--- config.mk ---
export PLATFORM = sky130hd
export DESIGN_NAME = fetch_unit_flat
export DESIGN_NICKNAME = d
export VERILOG_FILES = /design/src/rtl/fetch_unit_if.sv /design/src/rtl/fetch_unit.sv /design/src/flat_wrapper.sv
export SDC_FILE = /design/constraint.sdc
export NUM_CORES = 1
export LEC_CHECK = 0
export BUFFER_PORTS_ARGS = -buffer_cell sky130_fd_sc_hd__buf_2
export CAP_MARGIN = 20
export CORE_UTILIZATION = 45
export CTS_CLUSTER_SIZE = 20
export DETAILED_ROUTE_END_ITERATION = 10
export PLACE_DENSITY_LB_ADDON = 0.15
export SKIP_CTS_REPAIR_TIMING = 1
export SLEW_MARGIN = 20
export SYNTH_ARGS = -nofsm -noshare
export SYNTH_HDL_FRONTEND = slang
export SYNTH_SLANG_ARGS = --single-unit
export TNS_END_PERCENT = 20
--- constraint.sdc ---
create_clock -name clk -period 7.42 [get_ports clk]
set_clock_uncertainty 0.2 [all_clocks]
set_input_delay 1.113 -clock clk [delete_from_list [all_inputs] [get_ports clk]]
set_output_delay 1.113 -clock clk [all_outputs]
set_load 0.01 [all_outputs]
--- src/rtl/fetch_unit_if.sv ---
// Fetch unit bus: redirect, instruction-memory port and decode-side queue head.
// master = fetch unit side, slave = surrounding core / memory side.
interface fetch_unit_if;
    logic        redirect_valid;
    logic [31:0] redirect_pc;
    logic        out_ready;
    logic [31:0] imem_rdata;
    logic [1:0]  imem_status;
    logic [31:0] imem_addr;
    logic        imem_stall;
    logic        out_valid;
    logic [31:0] out_inst;
    logic [31:0] out_pc;
    logic [31:0] fetch_count;

    modport master (
        input  redirect_valid, redirect_pc, out_ready,
        input  imem_rdata, imem_status,
        output imem_addr, imem_stall,
        output out_valid, out_inst, out_pc, fetch_count
    );

    modport slave (
        output redirect_valid, redirect_pc, out_ready,
        output imem_rdata, imem_status,
        input  imem_addr, imem_stall,
        input  out_valid, out_inst, out_pc, fetch_count
    );
endinterface

--- src/rtl/fetch_unit.sv ---
// Instruction fetch: sequential PC, memory response capture into a small
// queue, redirect flush. Ports: clk, rst (sync, active-high), bus (master).
module fetch_unit #(
    parameter logic [31:0] RESET_PC = 32'hBFC0_0000,
    parameter int          QDEPTH   = 2
) (
    input  logic         clk,
    input  logic         rst,
    fetch_unit_if.master bus
);
    localparam int PW = 2;
    localparam int CW = 3;
    localparam logic [CW-1:0] FULL = CW'(QDEPTH);
    localparam logic [PW-1:0] LAST = PW'(QDEPTH - 1);

    logic [31:0]   fetch_pc;
    logic [31:0]   fetch_cnt;
    logic [31:0]   q_pc   [4];
    logic [31:0]   q_inst [4];
    logic [PW-1:0] head;
    logic [PW-1:0] tail;
    logic [CW-1:0] count;
    logic          empty;
    logic          full;
    logic          pop;
    logic          push;
    logic          unused_rpc;

    function automatic logic [PW-1:0] next_ptr(input logic [PW-1:0] p);
        return (p == LAST) ? '0 : p + PW'(1);
    endfunction

    assign unused_rpc = ^bus.redirect_pc[1:0];

    assign empty = (count == '0);
    assign full  = (count == FULL);
    assign pop   = !rst && !empty && bus.out_ready;
    // A full queue that pops this cycle still frees a slot for the response.
    assign push  = !rst && !bus.redirect_valid &&
                   (bus.imem_status == 2'd2) && (!full || pop);

    assign bus.imem_stall  = rst || bus.redirect_valid || full;
    assign bus.imem_addr   = fetch_pc;
    assign bus.fetch_count = fetch_cnt;
    assign bus.out_valid   = !rst && !empty;
    assign bus.out_pc      = bus.out_valid ? q_pc[head]   : '0;
    assign bus.out_inst    = bus.out_valid ? q_inst[head] : '0;

    always_ff @(posedge clk) begin
        if (rst) begin
            fetch_pc  <= RESET_PC;
            fetch_cnt <= '0;
            head      <= '0;
            tail      <= '0;
            count     <= '0;
        end else if (bus.redirect_valid) begin
            fetch_pc <= {bus.redirect_pc[31:2], 2'b00};
            head     <= '0;
            tail     <= '0;
            count    <= '0;
        end else begin
            if (pop) begin
                head <= next_ptr(head);
            end
            if (push) begin
                tail      <= next_ptr(tail);
                fetch_pc  <= fetch_pc + 32'd4;
                fetch_cnt <= fetch_cnt + 32'd1;
            end
            case ({push, pop})
                2'b10:   count <= count + CW'(1);
                2'b01:   count <= count - CW'(1);
                default: count <= count;
            endcase
        end
    end

    always_ff @(posedge clk) begin
        if (push) begin
            q_pc[tail]   <= fetch_pc;
            q_inst[tail] <= bus.imem_rdata;
        end
    end
endmodule

--- src/flat_wrapper.sv ---
// flat-port wrapper written by rule: the top's interface ports become plain ports
module fetch_unit_flat 
#(
    parameter logic [31:0] RESET_PC = 32'hBFC0_0000,
    parameter int          QDEPTH   = 2
)
  (clk, rst, bus_redirect_valid, bus_redirect_pc, bus_out_ready, bus_imem_rdata, bus_imem_status, bus_imem_addr, bus_imem_stall, bus_out_valid, bus_out_inst, bus_out_pc, bus_fetch_count);
  fetch_unit_if bus_i ();
  input  logic clk;
  input  logic rst;
  input wire logic [$bits(bus_i.redirect_valid)-1:0] bus_redirect_valid;
  input wire logic [$bits(bus_i.redirect_pc)-1:0] bus_redirect_pc;
  input wire logic [$bits(bus_i.out_ready)-1:0] bus_out_ready;
  input wire logic [$bits(bus_i.imem_rdata)-1:0] bus_imem_rdata;
  input wire logic [$bits(bus_i.imem_status)-1:0] bus_imem_status;
  output wire logic [$bits(bus_i.imem_addr)-1:0] bus_imem_addr;
  output wire logic [$bits(bus_i.imem_stall)-1:0] bus_imem_stall;
  output wire logic [$bits(bus_i.out_valid)-1:0] bus_out_valid;
  output wire logic [$bits(bus_i.out_inst)-1:0] bus_out_inst;
  output wire logic [$bits(bus_i.out_pc)-1:0] bus_out_pc;
  output wire logic [$bits(bus_i.fetch_count)-1:0] bus_fetch_count;
  assign bus_i.redirect_valid = bus_redirect_valid;
  assign bus_i.redirect_pc = bus_redirect_pc;
  assign bus_i.out_ready = bus_out_ready;
  assign bus_i.imem_rdata = bus_imem_rdata;
  assign bus_i.imem_status = bus_imem_status;
  assign bus_imem_addr = bus_i.imem_addr;
  assign bus_imem_stall = bus_i.imem_stall;
  assign bus_out_valid = bus_i.out_valid;
  assign bus_out_inst = bus_i.out_inst;
  assign bus_out_pc = bus_i.out_pc;
  assign bus_fetch_count = bus_i.fetch_count;
  fetch_unit #(.RESET_PC(RESET_PC), .QDEPTH(QDEPTH)) u_core (.clk(clk), .rst(rst), .bus(bus_i));
endmodule
==> reports/metrics.yaml <==
core_sq_um: 28000
ios: 200
peakVddDrop_uv: 130
remaining_drc_errors: 0
rows: 61
final_area_sq_um: 15300
synth_edf_count: 248
clk_pin_slew_ns: 0.06
cp.required_ns: 6.11
initial_utilization: 0.461
rr_endpoint: "u_core.q_pc[2][2]$_DFFE_PP_"
antenna_found_initial: 7
area_growth_pct: 18.7
fin_crit_ns: 4.20
post_synth_instance_area_sq_um: 12900
slew_viol_final: 0
root_buffer: "clkbuf_16"
dieArea_sq_um: 29400
clockBufferDepth: 3
hold_path_class: "flip-flop to flip-flop"
hold_ws_ns: 0.222
layout-drive-gt1-share: 0.308
maxSlewHeadroom: 0.307
setup.worst_path.end_class: "output port"
fin_nets: 1104
grt.met2_usage: 0.329
stdcell_count: 1438
hold_start: "u_core.head[1]$_SDFFE_PP0N_"
grt.busiest_layer: "met2"
crit_arrival_ns: 2.89
cts.sinks: 319
syn_inst: 835
rrSetupSlack_ns: 4.49
tightest_slew_ns: 1.04
globalRouteTotalUtil: 0.200
dp.cells: 1372
cpMaxStageDelayCell: "dfxtp_4"
period_share: 0.566
portBuffers: 193
grt_start_max_net_pins: 66
die_w_microns: 171
h-tree-depth: 2
gr-total-overflow: 0
crit_chain: "buf_4, mux4_2, and2_1, buf_2"
grtUsageMet3: 0.0640
first_pass_iters: 6
worstPathMaxFanout: 33
place_congestion: 0.793
ys_types: 58
reg2reg_depth: 5
final_cell_mix: "248 x edfxtp_1, 193 x buf_2, 69 x dfxtp_1"
final_common_cell: "edfxtp_1"
whs_path_depth: 2
grt_first_pass_wirelength_microns: 44200
critical_path_class: "flip-flop to output port"
outcome: "completed"
setup_violations: 0
powerDensity_nw_per_um2: 240
hold_violations: 0
ant_nets: 0
maxCapViolCount: 0
vias: 7799
first_global_vias: 7695
rsz0062_at_grt: "false"
yosysSeqAreaShare: 0.687
tritoncts: "yes"
routedWlPerCell_microns: 20.0
die_h_microns: 171
ys_warn_count: 0
placed_area_sq_um: 14300
synthArstFlopShare: 0
max_stage_delay_ns: 0.83
grtUsageMet1: 0.257
start_kind: "flip-flop"
p_leak_nw: 5.33
hpwl_microns: 17000
vias_per_cell: 5.42
timing.rr.start: "u_core.count[0]$_SDFFE_PP0P_"
avgSynthCellArea_sq_um: 15.5
numCtsBuffers: 35
setup_tns_ns: 0
crit_family: "flip-flops"
ys_ff_latch: 319
max_freq_mhz: 238
drt_iter0_drc: 503
clk_latency_ns: 0.50
wirelength_microns: 28800
ys.flop_type: "edfxtp_1"
crit_buf_inv: 2
==> Yosys cell counts (4+ instances only) <==
master / number / area [sq um]
and2_1: 66 / 413
dfxtp_1: 71 / 1420
o21ai_0: 17 / 85.1
xnor2_1: 18 / 158
buf_1: 7 / 26.3
o211ai_1: 6 / 45.0
nor3_1: 15 / 75.1
mux4_2: 62 / 1400
o311ai_0: 4 / 35.0
or3_1: 8 / 50.1
clkbuf_1: 31 / 116
xor2_1: 9 / 78.8
and3_1: 12 / 75.1
nor2_1: 44 / 165
buf_4: 4 / 30.0
nand3_1: 30 / 150
nand4_1: 19 / 119
or4_1: 4 / 30.0
a21oi_1: 30 / 150
and4_1: 5 / 43.8
a31oi_1: 14 / 87.6
edfxtp_1: 248 / 7450
inv_1: 12 / 45.0
nand4b_1: 5 / 43.8
nand2_1: 44 / 165
nor4_1: 6 / 37.5
==> state kept, by name (all words and copies together), names as in the netlist, named ones only <==
name	count
u_core.q_inst	128
u_core.q_pc	120
u_core.bus.fetch_count	32
u_core.bus.imem_addr	30
u_core.count	3
u_core.head	2
u_core.tail	2
==> worst max-delay path by stage <==
stage | endpoint | slack, ns | cells after the start
4_1_cts | bus_out_pc[15] | 3.10 | 4
3_3_place_gp | u_core.q_inst[1][26]$_DFFE_PP_ | 2.97 | 6
2_1_floorplan | u_core.q_inst[0][0]$_DFFE_PP_ | 0.35 | 5
3_5_place_dp | u_core.q_inst[1][26]$_DFFE_PP_ | 2.94 | 6
6_report | bus_out_pc[15] | 3.22 | 4
5_1_grt | bus_out_inst[6] | 2.94 | 4
==> cell families (layout without fill, tap and decap cells) <==
family                   count (synthesis)  in the layout  synth area share
flip-flops                             319            319             0.687
AND/OR/NAND/NOR                        273            273             0.119
multiplexers                            65             65             0.111
XOR/XNOR                                27             27            0.0183
other                                    1              9          0.000290
AO/OA/AOI/OAI                           88             88            0.0418
adder cells (fa/ha/maj)                  3              3           0.00349
buffers and inverters                   59            276            0.0202
==> area by class of cell <==
type | count | area [sq um]
timing repair buffer | 203 | 1040
sequential | 319 | 8880
antenna | 5 | 12.5
clock inverter | 9 | 37.5
fill | 2368 | 12700
tap | 378 | 473
clock buffer | 52 | 1010
multi-input combinational | 460 | 3840
inverter | 12 | 45.0
==> per-stage QoR <==
stage	power [W]	worst slack, ns	util
global route	0.00380	2.94	0.547
finish	0.00368	3.22	0.547
floorplan	0.00206	0.348	-
detailed placement	0.00212	2.94	0.510
global placement	0.00212	2.97	0.510
CTS	0.00371	3.10	0.547
==> routing by layer <==
layer	part of all wire	wire, microns
met1	0.42	12200
met2	0.48	13800
met3	0.081	2320
met4	0.015	445
met5	0.0010	29
==> tightest hold or removal path, cell delays in order (launching register included) <==
cell     delay, ns
dfxtp_1       0.29
nand2_1       0.05
a31oi_1       0.04
==> power by group <==
part | switching [W] | internal, W | total [W] | leakage (nW)
Clock | 0.000652 | 0.000939 | 0.00159 | 0.513
Sequential | 0.0000283 | 0.00194 | 0.00197 | 2.78
Combinational | 0.0000673 | 0.0000466 | 0.000114 | 2.04
Total | 0.000748 | 0.00293 | 0.00368 | 5.33
Power figures use the tool's default switching activity.
